## src/rtl/urv_div_seq_if.sv

```systemverilog
// Execute-stage <-> divide sequencer signal bundle.
// Master is the pipeline side, slave is the divider.
interface urv_div_seq_if;
    logic        x_valid_i;
    logic        x_is_divide_i;
    logic [2:0]  x_fun_i;
    logic [31:0] x_rs1_value_i;
    logic [31:0] x_rs2_value_i;
    logic        x_stall_i;
    logic        x_kill_i;
    logic        x_stall_req_o;
    logic        x_done_o;
    logic [31:0] x_rd_value_o;
    logic        x_busy_o;

    modport master (
        output x_valid_i, x_is_divide_i, x_fun_i,
        output x_rs1_value_i, x_rs2_value_i,
        output x_stall_i, x_kill_i,
        input  x_stall_req_o, x_done_o,
        input  x_rd_value_o, x_busy_o
    );

    modport slave (
        input  x_valid_i, x_is_divide_i, x_fun_i,
        input  x_rs1_value_i, x_rs2_value_i,
        input  x_stall_i, x_kill_i,
        output x_stall_req_o, x_done_o,
        output x_rd_value_o, x_busy_o
    );
endinterface

```

## src/rtl/urv_div_seq.sv

```systemverilog
// Iterative restoring divide/remainder sequencer for uRV.
// Produces RV32M results, stalling the pipeline while busy.
module urv_div_seq #(
    parameter int g_bits_per_cycle = 1,
    parameter bit g_fast_div0      = 1
) (
    input logic          clk_i,
    input logic          rst_n_i,
    urv_div_seq_if.slave bus
);
    localparam int ITER_LEN = 32 / g_bits_per_cycle;

    typedef enum logic [2:0] {
        IDLE, PREP, ITER, FIX, DONE
    } state_t;

    state_t      state;
    logic [2:0]  fun;
    logic [31:0] a_raw;
    logic [31:0] b_raw;
    logic [31:0] quo;
    logic [31:0] rem;
    logic [31:0] dvs;
    logic [5:0]  cnt;
    logic        neg_q;
    logic        neg_r;
    logic        done;
    logic [31:0] rd_value;

    logic        start;
    logic        sgn_in;
    logic        na;
    logic        nb;
    logic [32:0] sh;
    logic [31:0] r_it;
    logic [31:0] q_it;
    logic [31:0] result;

    assign start = (state == IDLE) & bus.x_valid_i
                 & bus.x_is_divide_i & ~bus.x_kill_i;

    assign bus.x_stall_req_o = ~bus.x_kill_i & (start
                             | state == PREP
                             | state == ITER
                             | state == FIX);
    assign bus.x_done_o     = done;
    assign bus.x_rd_value_o = rd_value;
    assign bus.x_busy_o     = (state != IDLE);

    assign sgn_in = ~fun[0];
    assign na     = sgn_in & a_raw[31];
    assign nb     = sgn_in & b_raw[31];

    // Restoring steps for one ITER cycle.
    always_comb begin
        r_it = rem;
        q_it = quo;
        sh   = '0;
        for (int i = 0; i < g_bits_per_cycle; i++) begin
            sh   = {r_it, q_it[31]};
            q_it = {q_it[30:0], 1'b0};
            if (sh >= {1'b0, dvs}) begin
                sh      = sh - {1'b0, dvs};
                q_it[0] = 1'b1;
            end
            r_it = sh[31:0];
        end
    end

    // Sign correction, forced cases and quotient/remainder select.
    always_comb begin
        logic [31:0] qf;
        logic [31:0] rf;
        qf = neg_q ? -quo : quo;
        rf = neg_r ? -rem : rem;
        if (b_raw == 32'h0) begin
            qf = 32'hFFFF_FFFF;
            rf = a_raw;
        end else if (sgn_in && a_raw == 32'h8000_0000
                     && b_raw == 32'hFFFF_FFFF) begin
            qf = 32'h8000_0000;
            rf = 32'h0;
        end
        result = fun[1] ? rf : qf;
    end

    // Sequencer FSM with registered done/result.
    always_ff @(posedge clk_i or negedge rst_n_i) begin
        if (!rst_n_i) begin
            state    <= IDLE;
            fun      <= '0;
            a_raw    <= '0;
            b_raw    <= '0;
            quo      <= '0;
            rem      <= '0;
            dvs      <= '0;
            cnt      <= '0;
            neg_q    <= 1'b0;
            neg_r    <= 1'b0;
            done     <= 1'b0;
            rd_value <= '0;
        end else if (bus.x_kill_i) begin
            state <= IDLE;
            done  <= 1'b0;
        end else begin
            unique case (state)
                IDLE: begin
                    if (start) begin
                        fun   <= bus.x_fun_i;
                        a_raw <= bus.x_rs1_value_i;
                        b_raw <= bus.x_rs2_value_i;
                        state <= PREP;
                    end
                end
                PREP: begin
                    quo   <= na ? -a_raw : a_raw;
                    dvs   <= nb ? -b_raw : b_raw;
                    rem   <= '0;
                    neg_q <= na ^ nb;
                    neg_r <= na;
                    cnt   <= 6'(ITER_LEN);
                    if (g_fast_div0 && b_raw == 32'h0)
                        state <= FIX;
                    else
                        state <= ITER;
                end
                ITER: begin
                    quo <= q_it;
                    rem <= r_it;
                    cnt <= cnt - 6'd1;
                    if (cnt == 6'd1)
                        state <= FIX;
                end
                FIX: begin
                    rd_value <= result;
                    done     <= 1'b1;
                    state    <= DONE;
                end
                DONE: begin
                    if (!bus.x_stall_i) begin
                        done  <= 1'b0;
                        state <= IDLE;
                    end
                end
                default: state <= IDLE;
            endcase
        end
    end
endmodule

```

## src/flat_wrapper.sv

```systemverilog
// flat-port wrapper written by rule: the top's interface ports become plain ports
module urv_div_seq_flat 
#(
    parameter int g_bits_per_cycle = 1,
    parameter bit g_fast_div0      = 1
)
  (clk_i, rst_n_i, bus_x_valid_i, bus_x_is_divide_i, bus_x_fun_i, bus_x_rs1_value_i, bus_x_rs2_value_i, bus_x_stall_i, bus_x_kill_i, bus_x_stall_req_o, bus_x_done_o, bus_x_rd_value_o, bus_x_busy_o);
  urv_div_seq_if bus_i ();
  input logic clk_i;
  input logic rst_n_i;
  input wire logic [$bits(bus_i.x_valid_i)-1:0] bus_x_valid_i;
  input wire logic [$bits(bus_i.x_is_divide_i)-1:0] bus_x_is_divide_i;
  input wire logic [$bits(bus_i.x_fun_i)-1:0] bus_x_fun_i;
  input wire logic [$bits(bus_i.x_rs1_value_i)-1:0] bus_x_rs1_value_i;
  input wire logic [$bits(bus_i.x_rs2_value_i)-1:0] bus_x_rs2_value_i;
  input wire logic [$bits(bus_i.x_stall_i)-1:0] bus_x_stall_i;
  input wire logic [$bits(bus_i.x_kill_i)-1:0] bus_x_kill_i;
  output wire logic [$bits(bus_i.x_stall_req_o)-1:0] bus_x_stall_req_o;
  output wire logic [$bits(bus_i.x_done_o)-1:0] bus_x_done_o;
  output wire logic [$bits(bus_i.x_rd_value_o)-1:0] bus_x_rd_value_o;
  output wire logic [$bits(bus_i.x_busy_o)-1:0] bus_x_busy_o;
  assign bus_i.x_valid_i = bus_x_valid_i;
  assign bus_i.x_is_divide_i = bus_x_is_divide_i;
  assign bus_i.x_fun_i = bus_x_fun_i;
  assign bus_i.x_rs1_value_i = bus_x_rs1_value_i;
  assign bus_i.x_rs2_value_i = bus_x_rs2_value_i;
  assign bus_i.x_stall_i = bus_x_stall_i;
  assign bus_i.x_kill_i = bus_x_kill_i;
  assign bus_x_stall_req_o = bus_i.x_stall_req_o;
  assign bus_x_done_o = bus_i.x_done_o;
  assign bus_x_rd_value_o = bus_i.x_rd_value_o;
  assign bus_x_busy_o = bus_i.x_busy_o;
  urv_div_seq #(.g_bits_per_cycle(g_bits_per_cycle), .g_fast_div0(g_fast_div0)) u_core (.clk_i(clk_i), .rst_n_i(rst_n_i), .bus(bus_i));
endmodule
```

## config.mk

```make
export PLATFORM = sky130hd
export DESIGN_NAME = urv_div_seq_flat
export DESIGN_NICKNAME = d
export VERILOG_FILES = /design/src/rtl/urv_div_seq_if.sv /design/src/rtl/urv_div_seq.sv /design/src/flat_wrapper.sv
export SDC_FILE = /design/constraint.sdc
export NUM_CORES = 1
export LEC_CHECK = 0
export ABC_AREA = 1
export BUFFER_PORTS_ARGS = -buffer_cell sky130_fd_sc_hd__buf_2
export CELL_PAD_IN_SITES_DETAIL_PLACEMENT = 1
export CELL_PAD_IN_SITES_GLOBAL_PLACEMENT = 1
export CORE_UTILIZATION = 44
export DETAILED_ROUTE_END_ITERATION = 6
export PLACE_DENSITY = 0.83
export SYNTH_ARGS = -nofsm -noshare
export SYNTH_HDL_FRONTEND = slang
export SYNTH_SLANG_ARGS = --single-unit
```

## constraint.sdc

```tcl
create_clock -name clk_i -period 2.6 [get_ports clk_i]
set_input_delay 0.52 -clock clk_i [delete_from_list [all_inputs] [get_ports clk_i]]
set_output_delay 0.52 -clock clk_i [all_outputs]
set_load 0.005 [all_outputs]
```

Word-level counts from Yosys, hierarchy flattened

Cells that the tools add are included.
Widths: inputs -> output; s select.

$add $sub $neg: 6
$lt $le $gt $ge: 1
Equal/unequal tests: 10
Multiplexer cells: 23
Bitwise logic cells: 12
Reductions and logical operators: 13

Operator list:

| cell                 | count |
|---|---|
| $mux 32              | 10 |
| $neg 32->32          | 4 |
| $pmux 32 s2          | 2 |
| $eq 32x32->1 const B | 2 |
| $ge 33x32->1         | 1 |
| $logic_not 32->1     | 1 |
| $sub 32x32->32       | 1 |
| $pmux 3 s5           | 1 |
| $mux 3               | 4 |
| $pmux 6 s2           | 1 |
| $reduce_and 2->1     | 4 |
| $and 1x1->1          | 6 |
| $eq 3x2->1 const B   | 2 |
| $eq 6x1->1 const B   | 1 |
| $ne 3x3->1 const B   | 2 |
| $reduce_and 3->1     | 2 |
| $reduce_bool 3->1    | 2 |
| $sub 6x1->6 const B  | 1 |
| $mux 1               | 4 |
| $eq 3x1->1 const B   | 1 |
| $eq 3x3->1 const B   | 1 |
| $logic_not 3->1      | 1 |
| $ne 3x2->1 const B   | 1 |
| $or 1x1->1           | 3 |
| 5 further kinds      | 7 |

Flip-flop bits (word level): 206
Input bits: 73
Output and inout bits: 35
Logic and storage cells: 77

Longest topological paths before layout

Word-level depth: 8
Gate-level depth with buffers: 17

Least setup slack after synthesis

Ideal clock, no wire load.

Path kind: reg2reg
Start point: register u_core.quo[31]
End point: register u_core.rem[28]
Arrival time: 1.880 ns
Data required time: 2.482 ns
Setup slack: 0.602 ns
Cell stages (with the launch flop): 16
Clock period less this slack: 1.998 ns
Cell sequence: dfrtp_1 -> inv_1 -> ha_1 -> inv_1 -> fa_1 -> inv_1 -> o21ai_1 -> a21o_1 -> nand2_1 -> nand2_1 -> nand2_1 -> nand2_1 -> nand2_1 -> nand3_1 -> nand3_1 -> nand2_1

Word-level cells in the longest chain between the ends: 3
Elaborated cells on any way between the ends: 4

RTL lines:

| what                                                  | RTL line                             | RTL |
|---|---|---|
| start, declared                                       | urv_div_seq.sv:21                    | `logic [31:0] quo;` |
| start signal, assigned                                | urv_div_seq.sv:116                   | `quo <= na ? -a_raw : a_raw;` |
| start signal, assigned                                | urv_div_seq.sv:128                   | `quo <= q_it;` |
| $sub 32x32->32 / $ge 33x32->1 (equally long branches) | urv_div_seq.sv:63, urv_div_seq.sv:62 |  |
| $mux 32 (*)                                           | urv_div_seq.sv:62                    | `if (sh >= {1'b0, dvs}) begin` |
| $pmux 32 s2 (*)                                       | urv_div_seq.sv:106                   | `unique case (state)` |
| end signal, assigned                                  | urv_div_seq.sv:129                   | `rem <= r_it;` |
| end, declared                                         | urv_div_seq.sv:22                    | `logic [31:0] rem;` |

Every way passes the cells marked *; elsewhere a longest branch is shown, timed or not.
A chain may end at the register's enable or synchronous reset.

Worst setup path in the final report

Start point: register u_core.state[2]
End point: output bus_x_stall_req_o

Word-level cells in the longest chain between the ends: 8
Elaborated cells on any way between the ends: 11

RTL lines:

| what                      | RTL line           | RTL |
|---|---|---|
| start, declared           | urv_div_seq.sv:17  | `state_t state;` |
| start signal, assigned    | urv_div_seq.sv:90  | `state <= IDLE;` |
| start signal, assigned    | urv_div_seq.sv:103 | `state <= IDLE;` |
| start signal, assigned    | urv_div_seq.sv:112 | `state <= PREP;` |
| $logic_not 3->1           | urv_div_seq.sv:39  | `assign start = (state == IDLE) & bus.x_valid_i` |
| $and 1x1->1               | urv_div_seq.sv:39  |  |
| $and 1x1->1 (2 in series) | urv_div_seq.sv:40  | `& bus.x_is_divide_i & ~bus.x_kill_i;` |
| $or 1x1->1                | urv_div_seq.sv:43  | `\| state == PREP` |
| $or 1x1->1                | urv_div_seq.sv:44  | `\| state == ITER` |
| $or 1x1->1 (*)            | urv_div_seq.sv:45  | `\| state == FIX);` |
| $and 1x1->1 (*)           | urv_div_seq.sv:42  | `assign bus.x_stall_req_o = ~bus.x_kill_i & (start` |
| end, declared             | flat_wrapper.sv:18 | `output wire logic [$bits(bus_i.x_stall_req_o)-1:0] bus_x_stall_req_o;` |

Marked as above.

==> impl_metrics.toml <==
[run_status]
status = "completed"

[logic_synthesis]
post_synth_main_area_contributors = "sky130_fd_sc_hd__dfrtp_1 (34%), sky130_fd_sc_hd__nand2_1 (16%), sky130_fd_sc_hd__nand3_1 (7.8%), sky130_fd_sc_hd__inv_1 (6.2%), sky130_fd_sc_hd__o21ai_0 (5.7%)"
synthesis.yosys.warnings = 0
number_of_flops_mapped_to_enable_cells_by_yosys = 0
yosysUniqueCellTypes = 50
post_synth_instance_area_sq_um = 15300
synth_cells = 2297
synth-seq-cells = 206
syn_nets = 2410
synthesis.area_per_instance_sq_um = 6.65
synthDominantCellAreaShare = 0.338
synth-main-ff-cell = "sky130_fd_sc_hd__dfrtp_1"
post-synth-top-area-cell = "sky130_fd_sc_hd__dfrtp_1"
synth-async-reset-ratio = 1.00
synth-seq-area-share = 0.338

[placed_design]
place.gp.congestion = 0.973
io_buffers = 106
placement_setup_slack_ns = 0.155
dpl.hpwl_microns = 46500
placed_cells_incl_taps = 2825

[power]
intPower_mw = 12.1
vdd.ir_drop.worst_mv = 0.706
leakagePower_nw = 8.77
powerDensity_nw_per_um2 = 1520
pwr-share-comb = 0.623
proportion_of_power_drawn_by_flip_flops_and_latches = 0.241
p_clk_frac = 0.136
netSwitchingPower_mw = 14.3
switching_share = 0.542

[clock_network]
cts-htree-levels = 1
clkSlewWorstSetupHoldPaths_ns = 0.06
tritoncts_clock_tree = "built"
clock_sink_count = 206
cts_buffer_depth = 3
inserted_clock_buffers = 26
insertion_delay_ns = 0.57
clock-root-buffer = "sky130_fd_sc_hd__clkbuf_16"

[timing]
whs_ns = 0.147
timing.final.crit_period_ns = 2.52
fin_tns_setup_ns = 0
worst_clock_skew_ns = 0.0370
layout_worst_path_cycle_share = 0.969
clock.fmax_mhz = 397
worst_slew_margin_rel = 0.535
worst_slew_pin_slew_ns = 0.690
report.final.setup_viol = 0
layout_setup_ws_ns = 0.0811
unrepaired_setup_endpoints_after_global_routing = "no"
final-max-slew-violation-count = 0
hold_viol = 0

[worst_setup_path]
regToRegSetupSlack_ns = 0.10
worst-endpoint-arrival_ns = 2.00
crit_fanout = 9
reg2reg_depth = 13
rr_startpoint = "u_core.rem[6]$_DFFE_PN0P_"
type_of_element_launching_the_critical_path = "register"
timing.critical_path.to_type = "primary output"
critPathKind = "reg -> out"
critPathRequiredTime_ns = 2.08
reg2reg_to = "u_core.rem[17]$_DFFE_PN0P_"

[drt]
route.vias.total = 16400
route.final.wire_length_microns = 59900
avgViaCountPerCell = 5.72
drtIter0Drc = 1252
detail-route-antenna-nets = 0
drc_errors_left = 0
routedWlPerCell_microns = 20.9
drtPass1Iterations = 7

[global_route]
grtUsageTotal = 0.338
grt_pass1_vias = 16700
global_route_wire_length_before_repair_microns = 93600
grt_antenna_before_repair = 0
grt_start_max_net_pins = 122
grt.overflow.total = 0

[cells_and_area]
final_net_count = 2520
layout_area_overhead_pct = 14.1
antenna_cells_inserted = 0
final-instance-count-excl-fill = 2873
final_layout_size_suffix_gt1_frac = 0.123

[floorplanning]
design.portCount = 108
design.core.area_sq_um = 33900
rows = 67
dieHeight_microns = 188
die_w_microns = 188
die_area_sq_um = 35500
initial_utilization = 0.451

[hold_path]
holdPathEnd = "u_core.b_raw[12]$_DFFE_PN0P_"
min_path_cells = 3
min_path_type = "in -> reg"
hold_start = "bus_x_rs2_value_i[12]"

[job]
max_cap_violations = 0
## per-layer routing
metal,vias to the layer above,part of all wire,GRT usage
met5,-,0,0
met4,0,0.027,0.0878
met1,8058,0.46,0.480
met2,565,0.44,0.531
li1,7708,-,-
met3,94,0.073,0.0564
## how the worst max path moves through the flow
| stage | from | endpoint | slack [ns] | cells past startpoint |
|---|---|---|---|---|
| CTS | u_core.state[2]$_DFFE_PN0P_ | bus_x_stall_req_o | 0.01 | 6 |
| finish | u_core.state[2]$_DFFE_PN0P_ | bus_x_stall_req_o | 0.08 | 6 |
| global placement | u_core.dvs[24]$_DFFE_PN0P_ | u_core.rem[3]$_DFFE_PN0P_ | 0.20 | 11 |
| floorplan | u_core.quo[31]$_DFFE_PN0P_ | u_core.rem[28]$_DFFE_PN0P_ | 0.60 | 15 |
| detailed placement | u_core.rem[5]$_DFFE_PN0P_ | u_core.rem[31]$_DFFE_PN0P_ | 0.15 | 14 |
| global route | u_core.dvs[2]$_DFFE_PN0P_ | u_core.rem[15]$_DFFE_PN0P_ | 0.003 | 15 |
## cell usage in the layout, fill, tap and decap left out, drive strengths merged, types with 4 or more instances in the layout
master,instances
clkinv,7
o31ai,7
ha,39
nor3,37
a21oi,101
buf,170
nand2,650
o21ai,243
nand4,38
clkbuf,41
dfrtp,206
o22ai,8
nand3,241
xor2,59
nor2,235
o21a,5
inv,267
nand3b,5
o211ai,17
xnor2,16
o221ai,5
or2,4
a31oi,9
## cells by family after synthesis
group / Yosys count / synth area share
fa+ha+maj: 40 / 0.0333
compound gates: 404 / 0.144
buf+inv: 358 / 0.0955
simple gates: 1214 / 0.347
xor+xnor: 75 / 0.0430
flops: 206 / 0.338
## flip-flops by register name, summed over array words and instances, names as in the netlist, 2 cells and up
| signal | flops |
|---|---|
| u_core.cnt | 6 |
| u_core.a_raw | 32 |
| u_core.state | 3 |
| u_core.dvs | 32 |
| u_core.rem | 32 |
| u_core.fun | 2 |
| u_core.quo | 32 |
| u_core.bus.x_rd_value_o | 32 |
| u_core.b_raw | 32 |
## critical path, stage by stage (launching register included)
cell and delay [ns]:
sky130_fd_sc_hd__dfrtp_1 0.45, sky130_fd_sc_hd__nor2_1 0.18, sky130_fd_sc_hd__nand2_1 0.15, sky130_fd_sc_hd__nor2_2 0.19, sky130_fd_sc_hd__nand3_4 0.17, sky130_fd_sc_hd__o31ai_1 0.11, sky130_fd_sc_hd__buf_2 0.16
## per-stage QoR
stage          cell area, sq um  total power [mW]  utilization
5_1_grt                   17400              28.4        0.515
3_5_place_dp              16500              22.2        0.487
4_1_cts                   17400              26.1        0.513
3_3_place_gp              16500              21.6        0.487
2_1_floorplan             15300              16.6            -
6_report                  17400              26.4        0.515
## cells in the mapped netlist (all sizes together) (2+ instances only)
master and instances:
xor2 59, a21o 3, o211ai 17, nand3 241, buf 52, nor4 2
o21a 5, nand3b 5, inv 267, o31ai 7, nand2 650, nand4 38
o221ai 5, nor2 235, o21ai 243, a21oi 101, a22oi 2, xnor2 16
o21bai 3, dfrtp 206, a31oi 9, or2 4, nor3 37, clkbuf 38
o22ai 8, ha 39
## what timing repair did
item / in CTS / in global routing
hold endpoints to repair: 38 / 0
gates resized for setup: 2 / 12
setup endpoints to repair: 1 / 31
pin swaps: 0 / 2
setup buffers: 0 / 1
hold buffers: 1 / 0
## final cells by class
cell class / instances / area (sq um)
clock buffers: 40 / 783
repair buffers: 172 / 1140
well taps: 448 / 561
clock inverters: 6 / 66.3
multi-input cells: 1733 / 8710
inverters: 268 / 1010
fillers: 4573 / 16400
flip-flops and latches: 206 / 5150
## power by group through the flow
stage | clock [mW] | combinational [mW] | sequential (mW)
floorplan | 0 | 10.9 | 5.67
detailed placement | 0 | 15.9 | 6.31
finish | 3.60 | 16.5 | 6.36
CTS | 3.64 | 16.1 | 6.29
global route | 3.74 | 18.1 | 6.51
global placement | 0 | 15.4 | 6.21
(Power assumes the default switching activity.)
